--- src/rtl/alu_issue_queue.sv ---
// alu_issue_queue: FIFO-buffered issue stage in front of the clocked ALU.
// One op in flight at a time; the result is held on a valid/ready port.
module alu_issue_queue #(
    parameter int DW      = 40,
    parameter int SW      = 5,
    parameter int DEPTH   = 4,
    parameter int ALU_LAT = 1
) (
    input  logic          clk,
    input  logic          rst_n,
    input  logic          in_valid,
    output logic          in_ready,
    input  logic [DW-1:0] in_a,
    input  logic [DW-1:0] in_b,
    input  logic [SW-1:0] in_s,
    output logic [DW-1:0] alu_a,
    output logic [DW-1:0] alu_b,
    output logic [SW-1:0] alu_s,
    input  logic [DW-1:0] alu_out,
    output logic          res_valid,
    input  logic          res_ready,
    output logic [DW-1:0] res_data,
    output logic [SW-1:0] res_op,
    output logic          busy
);

    localparam int AW = $clog2(DEPTH);
    localparam int CW = AW + 1;
    localparam int LW = (ALU_LAT < 1) ? 1 : $clog2(ALU_LAT + 1);
    localparam int EW = 2 * DW + SW;

    typedef enum logic [1:0] {S_IDLE, S_WAIT, S_HOLD} state_t;

    state_t          state_q, state_d;
    logic [EW-1:0]   mem_q [DEPTH];
    logic [AW-1:0]   wr_ptr_q, wr_ptr_d;
    logic [AW-1:0]   rd_ptr_q, rd_ptr_d;
    logic [CW-1:0]   count_q, count_d;
    logic [LW-1:0]   lat_cnt_q, lat_cnt_d;
    logic [SW-1:0]   op_q, op_d;
    logic [DW-1:0]   alu_a_q, alu_a_d;
    logic [DW-1:0]   alu_b_q, alu_b_d;
    logic [SW-1:0]   alu_s_q, alu_s_d;
    logic            res_valid_q, res_valid_d;
    logic [DW-1:0]   res_data_q, res_data_d;
    logic [SW-1:0]   res_op_q, res_op_d;
    logic            push;
    logic            pop;
    logic            issue;
    logic [EW-1:0]   head;

    assign in_ready  = (count_q < CW'(DEPTH));
    assign push      = in_valid & in_ready;
    assign pop       = issue;
    assign head      = mem_q[rd_ptr_q];
    assign busy      = (count_q != '0) | (state_q != S_IDLE);
    assign alu_a     = alu_a_q;
    assign alu_b     = alu_b_q;
    assign alu_s     = alu_s_q;
    assign res_valid = res_valid_q;
    assign res_data  = res_data_q;
    assign res_op    = res_op_q;

    // FIFO storage: entries are {s, a, b}; contents need no reset
    always_ff @(posedge clk) begin
        if (push) begin
            mem_q[wr_ptr_q] <= {in_s, in_a, in_b};
        end
    end

    // Pointer and occupancy update; push+pop leaves count unchanged
    always_comb begin
        wr_ptr_d = push ? wr_ptr_q + AW'(1) : wr_ptr_q;
        rd_ptr_d = pop  ? rd_ptr_q + AW'(1) : rd_ptr_q;
        count_d  = count_q;
        unique case ({push, pop})
            2'b10:   count_d = count_q + CW'(1);
            2'b01:   count_d = count_q - CW'(1);
            default: count_d = count_q;
        endcase
    end

    // Issue/wait/hold sequencing; issue decisions use registered count only
    always_comb begin
        state_d     = state_q;
        lat_cnt_d   = lat_cnt_q;
        op_d        = op_q;
        alu_a_d     = alu_a_q;
        alu_b_d     = alu_b_q;
        alu_s_d     = alu_s_q;
        res_valid_d = res_valid_q;
        res_data_d  = res_data_q;
        res_op_d    = res_op_q;
        issue       = 1'b0;
        unique case (state_q)
            S_IDLE: begin
                issue = (count_q != '0);
            end
            S_WAIT: begin
                if (lat_cnt_q != '0) begin
                    lat_cnt_d = lat_cnt_q - LW'(1);
                end else begin
                    res_data_d  = alu_out;
                    res_op_d    = op_q;
                    res_valid_d = 1'b1;
                    state_d     = S_HOLD;
                end
            end
            S_HOLD: begin
                if (res_ready) begin
                    res_valid_d = 1'b0;
                    if (count_q != '0) begin
                        issue = 1'b1;
                    end else begin
                        state_d = S_IDLE;
                    end
                end
            end
            default: begin
                state_d = S_IDLE;
            end
        endcase
        if (issue) begin
            alu_s_d   = head[EW-1 -: SW];
            alu_a_d   = head[2*DW-1 -: DW];
            alu_b_d   = head[DW-1:0];
            op_d      = head[EW-1 -: SW];
            lat_cnt_d = LW'(ALU_LAT);
            state_d   = S_WAIT;
        end
    end

    // State registers; reset drops queued, in-flight and held work
    always_ff @(posedge clk or negedge rst_n) begin
        if (!rst_n) begin
            state_q     <= S_IDLE;
            wr_ptr_q    <= '0;
            rd_ptr_q    <= '0;
            count_q     <= '0;
            lat_cnt_q   <= '0;
            op_q        <= '0;
            alu_a_q     <= '0;
            alu_b_q     <= '0;
            alu_s_q     <= '0;
            res_valid_q <= 1'b0;
            res_data_q  <= '0;
            res_op_q    <= '0;
        end else begin
            state_q     <= state_d;
            wr_ptr_q    <= wr_ptr_d;
            rd_ptr_q    <= rd_ptr_d;
            count_q     <= count_d;
            lat_cnt_q   <= lat_cnt_d;
            op_q        <= op_d;
            alu_a_q     <= alu_a_d;
            alu_b_q     <= alu_b_d;
            alu_s_q     <= alu_s_d;
            res_valid_q <= res_valid_d;
            res_data_q  <= res_data_d;
            res_op_q    <= res_op_d;
        end
    end

endmodule

--- config.mk ---
export PLATFORM = sky130hd
export DESIGN_NAME = alu_issue_queue
export DESIGN_NICKNAME = d
export VERILOG_FILES = /design/src/rtl/alu_issue_queue.sv
export SDC_FILE = /design/constraint.sdc
export NUM_CORES = 1
export LEC_CHECK = 0
export CAP_MARGIN = 0
export CORE_MARGIN = 5
export CORE_UTILIZATION = 30
export DETAILED_ROUTE_END_ITERATION = 8
export GPL_TIMING_DRIVEN = 0
export HOLD_SLACK_MARGIN = 0.02
export PLACE_DENSITY = 0.48
export SETUP_SLACK_MARGIN = 0.15
export SYNTH_ARGS = -nofsm -noshare
export SYNTH_HDL_FRONTEND = slang
export SYNTH_SLANG_ARGS = --single-unit
--- constraint.sdc ---
create_clock -name clk -period 2.9 [get_ports clk]
set_input_delay 0.435 -clock clk [delete_from_list [all_inputs] [get_ports clk]]
set_output_delay 0.435 -clock clk [all_outputs]
set_load 0.005 [all_outputs]
* Word level (Yosys, flattened, before mapping)
Memories as Yosys holds them, arrays and structs flattened. A register that Yosys moved wholly into a read port is not among the register bits. Index checks and enable logic that the tools add are counted.
Word-level totals: output and inout port bits 133, RAM bits 340, memories kept 1, register bits after elaboration 56
Memory list:
- mem_q | depth 4, width 85, rd ports 1, clocked after Yosys merged registers in 1, write ports 1, line 35 | logic [EW-1:0] mem_q [DEPTH];
Cells by class: reduce and logical (&&, ||, !) cells 10, equality and inequality tests 10, $add $sub $neg 5, bitwise gates (word level) 3, multiplexer cells 17, magnitude comparators 1
Operators by type and width (number):
- 1-bit 2-to-1 mux | 9
- 3-bit != test (second input constant) | 3
- 2-bit 2-to-1 mux | 4
- 2-bit nonzero test | 4
- 2-bit != test (second input constant) | 3
- 2-bit one-hot mux with 3 select lines | 1
- 3-bit one-hot mux with 2 select lines | 1
- 2-bit by 1-bit adder with 2-bit output (second input constant) | 2
- 2-bit by 1-bit equality test with 1-bit output (second input constant) | 2
- 2-bit equality test (second input constant) | 2
- 1-bit one-hot mux with 2 select lines | 2
- 4-bit AND reduction | 1
- 3-bit by 1-bit adder with 3-bit output (second input constant) | 1
- 3-bit less-than comparator (second input constant) | 1
- 3-bit AND reduction | 1
- 3-bit nonzero test | 1
- 3-bit by 1-bit subtractor with 3-bit output (second input constant) | 1
- 2-bit zero test | 1
- 2-bit AND reduction | 1
- 1-bit AND | 1
- 1-bit zero test | 1
- 1-bit inverter | 1
- 1-bit bitwise OR | 1
- 1-bit subtractor (second input constant) | 1

* Logic depth before layout (Yosys ltp)
Gate-level depths: netlist (run 1).
word-level depth 6, gate-level depth with buffers 9, gate-level depth less buffers 8

* Worst setup path after synthesis (run 1)
OpenSTA, ideal clock, no wires.
path kind input to register, start point input port in_valid, end point memory mem_q[0][0] (netlist bit), enable pin, cell stages on the path 3, setup slack -335 ps, data required time 2447 ps, library setup time 453 ps, data arrival time 2782 ps, cell sequence nor2b_1 -> clkbuf_1 -> and2_1
On the way: cells in the longest elaborated chain, start to end 3
RTL lines:
- start: declaration | line 11 | input logic in_valid,
- 1-bit AND | line 53 | assign push = in_valid & in_ready;
- 1-bit 2-to-1 mux | line 66 | if (push) begin
- 1-bit 2-to-1 mux (not written as such) | line 67 | mem_q[wr_ptr_q] <= {in_s, in_a, in_b};
- end: declaration | line 35
No other way between the ends.

* Worst setup path in the final report (run 1)
start point register count_q[0], end point output port busy
On the way: cells in the longest elaborated chain, start to end 2
RTL lines:
- start: declaration | line 38 | logic [CW-1:0] count_q, count_d;
- start signal: assignment | line 152 | count_q <= count_d;
- 3-bit nonzero test | line 56 | assign busy = (count_q != '0) | (state_q != S_IDLE);
- 1-bit bitwise OR | line 56
- end: declaration | line 24 | output logic busy
No other way between the ends.

==> impl_metrics.py, run 1 <==
metrics = {
    "sta": {
        "hold_violations": 0,
        "grt_setup_unrepaired": "no",
        "tightestPinTransition_ps": 876,
        "setup_viol": 0,
        "min_period_ps": 2440,
        "slew_violations": 0,
        "relSlewSlack": 0.416,
        "fmax_mhz": 409,
        "fin_skew_ps": 18.7,
        "layout_worst_path_cycle_share": 0.843,
    },
    "floorplanning": {
        "die_w_um": 253,
        "start_util": 0.302,
        "ios": 262,
        "dieArea_sq_um": 64200,
        "num_rows": 89,
        "dieHeight_um": 253,
        "fp.coreArea_sq_um": 58900,
    },
    "routing": {
        "drc": 0,
        "first_iter_violations": 397,
        "drt-wirelength-per-cell_um": 21.1,
        "drt-vias-per-instance": 4.41,
        "via_count": 8479,
        "antenna_left": 0,
        "wl_mm": 40.5,
        "drt_pass1_iterations": 4,
    },
    "power": {
        "pwr-share-seq": 0.397,
        "power.switching_mw": 6.70,
        "leakage_nw": 8.20,
        "power_density_nw_per_um2": 1070,
        "power_frac_comb": 0.326,
        "vdd_drop_max_mv": 0.519,
        "clockPowerShare": 0.277,
        "intPower_mw": 18.2,
        "p_sw_frac": 0.269,
    },
    "yosys": {
        "synth-simple-area-share": 0.00648,
        "synth_area_per_cell_sq_um": 22.9,
        "async_flop_share": 0.293,
        "syn_nets": 910,
        "synth_edf_count": 340,
        "synthAdderAreaFrac": 0.00465,
        "synth_area_leaders": "edfxtp_1 57%, dfrtp_1 20%, mux4_2 11%",
        "synth_compound_area_frac": 0.00141,
        "yosysUniqueCellTypes": 30,
        "synthFlopType": "edfxtp_1",
        "synth.mux.area_fraction": 0.197,
        "synth-xor-area-share": 0.00296,
        "synth_top_family_by_area": "multiplexers",
        "ys_seq_area_frac": 0.773,
        "synth.top_cell.area_share": 0.574,
        "synthCells": 775,
        "syn-cell-area_sq_um": 17800,
        "yosys_warnings": 0,
        "ys_seq_elements": 481,
        "yosysTopAreaCell": "edfxtp_1",
    },
    "global_route": {
        "antenna_found_initial": 5,
        "grt_max_degree": 89,
        "track_usage": 0.127,
        "grt_pass1_wl_mm": 61.2,
        "grt_pass1_vias": 9608,
        "overflow": 0,
    },
    "cts": {
        "ctsResizeCount": 0,
        "tritoncts": "built",
        "cts_sinks": 481,
        "clk_latency_ps": 580,
        "cts_buffers": 55,
        "cts_max_level": 2,
        "path_clk_slew_ps": 60,
        "clockBufferDepth": 3,
        "root_buffer": "clkbuf_16",
    },
    "critical_path": {
        "worstSetupStartpoint": "count_q[0]",
        "cp-end-kind": "output port",
        "cp_data_arrival_time_ps": 2010,
        "worstReg2RegEnd": "alu_a[14]",
        "critPathMaxFanout": 3,
        "worst-path-stages": 3,
        "crit_family": "simple AND/OR/NAND/NOR gates",
        "cp-start-kind": "register",
        "crit_end": "busy",
        "cpMaxStageDelayCell": "clkdlybuf4s50_1",
        "crit_required_ps": 2470,
        "path_cells": "nor3_2 > nand2_1 > clkdlybuf4s50_1",
        "worstSetupPathType": "register to output port",
        "critPathMaxStageDelay_ps": 480,
        "regToRegSetupSlack_ps": 610,
        "r2r-start": "rd_ptr_q[1]",
        "critical_path_buf_inv_count": 1,
        "reg2reg_depth": 5,
    },
    "placement": {
        "dp_hpwl_mm": 25.4,
        "place.port_buffers": 261,
        "dp_cells": 1816,
        "gp_congestion": 0.724,
    },
    "cells_and_area": {
        "synthToLayoutAreaGrowth_pct": 31.5,
        "post-route-util": 0.397,
        "nNetsFinal": 1237,
        "layout_common_cells": "340 x edfxtp_1, 260 x clkdlybuf4s50_1, 141 x dfrtp_1",
        "stdcell_count": 1923,
        "final_common_cell": "edfxtp_1",
        "layout-drive-gt1-share": 0.299,
    },
    "worst_hold_path": {
        "holdCritPathClass": "input port to async pin",
    },
    "flow_run": {
        "maxCapViolations": 0,
    },
    "outcome": {
        "status": "complete, no violations",
    },
}
==> cell type report <==
type                    count  area [sq um]
fillers                  5338         35500
flip-flops and latches    481         13700
multi-input cells         252          3790
repair buffers            270          2810
clock buffers              72          1480
well taps                 773           967
clock inverters            30           327
plain buffers              34           225
inverters                   8          30.0
diodes                      3          7.51
==> synth_stat cells (2+ instances only) <==
master	instances
clkbuf_1	6
and2_1	4
nor2_1	5
nand2_1	3
buf_4	6
xnor2_1	3
buf_6	2
mux2_2	103
xor2_1	3
edfxtp_1	340
mux4_2	85
buf_2	17
dfrtp_1	141
nor2b_1	2
inv_1	8
ha_1	5
buf_8	2
mux2_4	28
==> per-layer routing <==
metal,vias up,global-route usage,part of all wire
met2,232,0.208,0.48
met5,-,0,0.0013
li1,3767,-,-
met1,4405,0.164,0.43
met4,8,0.0316,0.021
met3,67,0.0409,0.069
==> kinds of logic (layout without fill, tap and decap cells) <==
kind of cell | after synthesis | in the layout
DFF | 481 | 481
xor gates and xnor gates | 6 | 6
AOI/OAI and AO/OA | 4 | 4
other | 0 | 3
adders and majority gates | 6 | 6
muxes | 217 | 217
and+or+nand+nor | 19 | 19
buffers and inverters | 42 | 414
==> sequential cells by signal, indices dropped and copies added (netlist names) <==
register and cells:
state_q 2, alu_a 40, res_data 40, mem_q 340, count_q 3, res_op 5
wr_ptr_q 2, alu_b 40, res_valid 1, alu_s 5, lat_cnt_q 1, rd_ptr_q 2
==> power groups by stage <==
stage,registers (mW),clock network (mW),logic [mW]
2_1_floorplan,9.97,0,4.58
3_3_place_gp,10.1,0,8.28
3_5_place_dp,10.1,0,8.44
4_1_cts,9.95,7.19,8.47
5_1_grt,10.1,7.50,8.88
6_report,9.90,6.91,8.14
==> metrics by stage <==
stage	hold WS [ps]	TNS (ps)	setup slack, ps	total power, mW	instance area (sq um)
3_3_place_gp	488	-1187940	-5870	18.4	21400
3_5_place_dp	423	-710	-464	18.5	21500
6_report	388	0	455	24.9	23400
5_1_grt	420	0	323	26.5	23400
4_1_cts	383	0	400	25.6	23400
2_1_floorplan	139	0	597	14.6	17800
==> worst min path at each step <==
| stage | from | endpoint | slack, ps |
|---|---|---|---|
| floorplan | rst_n | alu_a[0] | 140 |
| global placement | res_data[22] | res_data[22] | 490 |
| detailed placement | rst_n | res_data[5] | 420 |
| CTS | rst_n | alu_a[9] | 380 |
| global route | rst_n | res_data[1] | 420 |
| finish | rst_n | res_data[8] | 390 |
==> what timing repair did <==
item                       4_1_cts  5_1_grt
setup endpoints to repair        1        0
hold endpoints to repair        53        0
hold buffers                     1        0
buffers inserted                 1        0
Power figures use the tool's default switching activity.
==> run 2: changes to the inputs <==
==> constraint.sdc (replaced) <==
create_clock -name clk -period 2.2 [get_ports clk]
set_input_delay 0.33 -clock clk [delete_from_list [all_inputs] [get_ports clk]]
set_output_delay 0.33 -clock clk [all_outputs]
set_load 0.005 [all_outputs]
==> impl_metrics.py, run 2 (synthesis results as in run 1) <==
metrics = {
    "outcome": {
        "status": "complete, no violations",
    },
    "cells_and_area": {
        "final_common_cell": "edfxtp_1",
        "layout-drive-gt1-share": 0.316,
        "stdcell_count": 1934,
        "largest_reg_flops": 340,
        "layout_common_cells": "340 x edfxtp_1, 259 x clkdlybuf4s50_1, 141 x dfrtp_1",
        "nNetsFinal": 1250,
        "synthToLayoutAreaGrowth_pct": 32.8,
        "stdcell_area_sq_um": 23600,
        "top_register": "mem_q",
        "post-route-util": 0.401,
    },
    "power": {
        "leakage_nw": 8.31,
        "intPower_mw": 24.2,
        "power_mw": 33.3,
        "power_density_nw_per_um2": 1410,
        "power_frac_comb": 0.340,
        "p_sw_frac": 0.273,
        "pwr-share-seq": 0.393,
        "power.switching_mw": 9.11,
        "clockPowerShare": 0.268,
        "vdd_drop_max_mv": 0.728,
    },
    "placement": {
        "place.port_buffers": 261,
        "placed_cell_area_sq_um": 21500,
        "gp_congestion": 0.706,
        "dp_cells": 1815,
        "dp_hpwl_mm": 25.1,
    },
    "cts": {
        "root_buffer": "clkbuf_16",
        "cts_buffers": 53,
        "cts_sinks": 481,
        "cts_max_level": 2,
        "clockBufferDepth": 3,
        "path_clk_slew_ps": 60,
        "clk_latency_ps": 590,
        "tritoncts": "built",
    },
    "global_route": {
        "grt_max_degree": 94,
        "grt_pass1_vias": 9466,
        "antenna_found_initial": 7,
        "grt_pass1_wl_mm": 62.9,
        "overflow": 0,
        "track_usage": 0.132,
    },
    "sta": {
        "worst_hold_slack_ps": 246,
        "tightestPinTransition_ps": 768,
        "setup_viol": 0,
        "min_period_ps": 2050,
        "hold_violations": 0,
        "layout_worst_path_cycle_share": 0.932,
        "relSlewSlack": 0.488,
        "slew_violations": 0,
        "fin_skew_ps": 22.7,
        "grt_setup_unrepaired": "yes",
        "fmax_mhz": 488,
    },
    "routing": {
        "drc": 0,
        "via_count": 8595,
        "first_iter_violations": 422,
        "drt-wirelength-per-cell_um": 22.4,
        "antenna_left": 0,
        "drt-vias-per-instance": 4.44,
        "wl_mm": 43.4,
        "drt_pass1_iterations": 6,
    },
    "floorplanning": {
        "start_util": 0.302,
        "ios": 262,
        "num_rows": 89,
        "dieArea_sq_um": 64200,
        "die_w_um": 253,
        "fp.coreArea_sq_um": 58900,
        "dieHeight_um": 253,
    },
    "worst_hold_path": {
        "holdCritPathClass": "input port to async pin",
    },
    "critical_path": {
        "worstSetupPathType": "register to output port",
        "crit_required_ps": 1870,
        "critPathMaxFanout": 2,
        "cp-end-kind": "output port",
        "cp_data_arrival_time_ps": 1720,
        "cp-start-kind": "register",
    },
    "flow_run": {
        "maxCapViolations": 0,
    },
}
run 2: layer usage:
metal / GRT usage / wire (um) / vias to the layer above
li1: - / - / 3801
met1: 0.170 / 18400 / 4477
met2: 0.219 / 21100 / 236
met3: 0.0369 / 2840 / 71
met4: 0.0379 / 931 / 10
met5: 0 / 74 / -
run 2: final timing paths:
check	startpoint	to	slack (ps)	cells after the start
min in group clk	alu_out[2]	res_data[2]	360	2
hold reg to reg	res_op[4]	res_op[4]	500	1
setup / recovery	count_q[2]	in_ready	150	3
setup reg to reg	count_q[2]	count_q[2]	190	10
max in group asynchronous	rst_n	alu_a[27]	1020	3
hold / removal	rst_n	alu_a[15]	250	2
run 2: worst max-delay path: stages (launching register included):
cell and delay [ps]:
dfrtp_1 420, buf_4 150, inv_1 80, clkdlybuf4s50_1 500
run 2: power by group through the flow:
stage / logic [mW] / registers [mW] / clock network, mW
2_1_floorplan: 6.05 / 13.1 / 0
3_3_place_gp: 10.9 / 13.3 / 0
3_5_place_dp: 11.1 / 13.3 / 0
4_1_cts: 11.5 / 13.1 / 9.25
5_1_grt: 12.3 / 13.3 / 9.60
6_report: 11.3 / 13.1 / 8.92
run 2: layout make-up:
type                    count  area [sq um]
fillers                  5276         35300
clock buffers              80          1600
diodes                      2          5.00
flip-flops and latches    481         13700
repair buffers            280          2950
well taps                 773           967
inverters                   8          30.0
clock inverters            19           175
multi-input cells         257          3850
plain buffers              34           288
run 2: per-stage QoR:
stage	setup slack (ps)	TNS, ps
detailed placement	-984	-131740
floorplan	-45.2	-15360
global route	71.7	0
CTS	-35.0	-35.0
finish	150	0
global placement	-6620	-1526820
run 2: timing repair:
action	in CTS	in global routing
cloned	5	2
buffers inserted	6	4
gates resized for setup	13	23
endpoints found under the hold margin	48	0
hold buffers	1	0
pin swaps	5	4
setup endpoints to repair	223	48
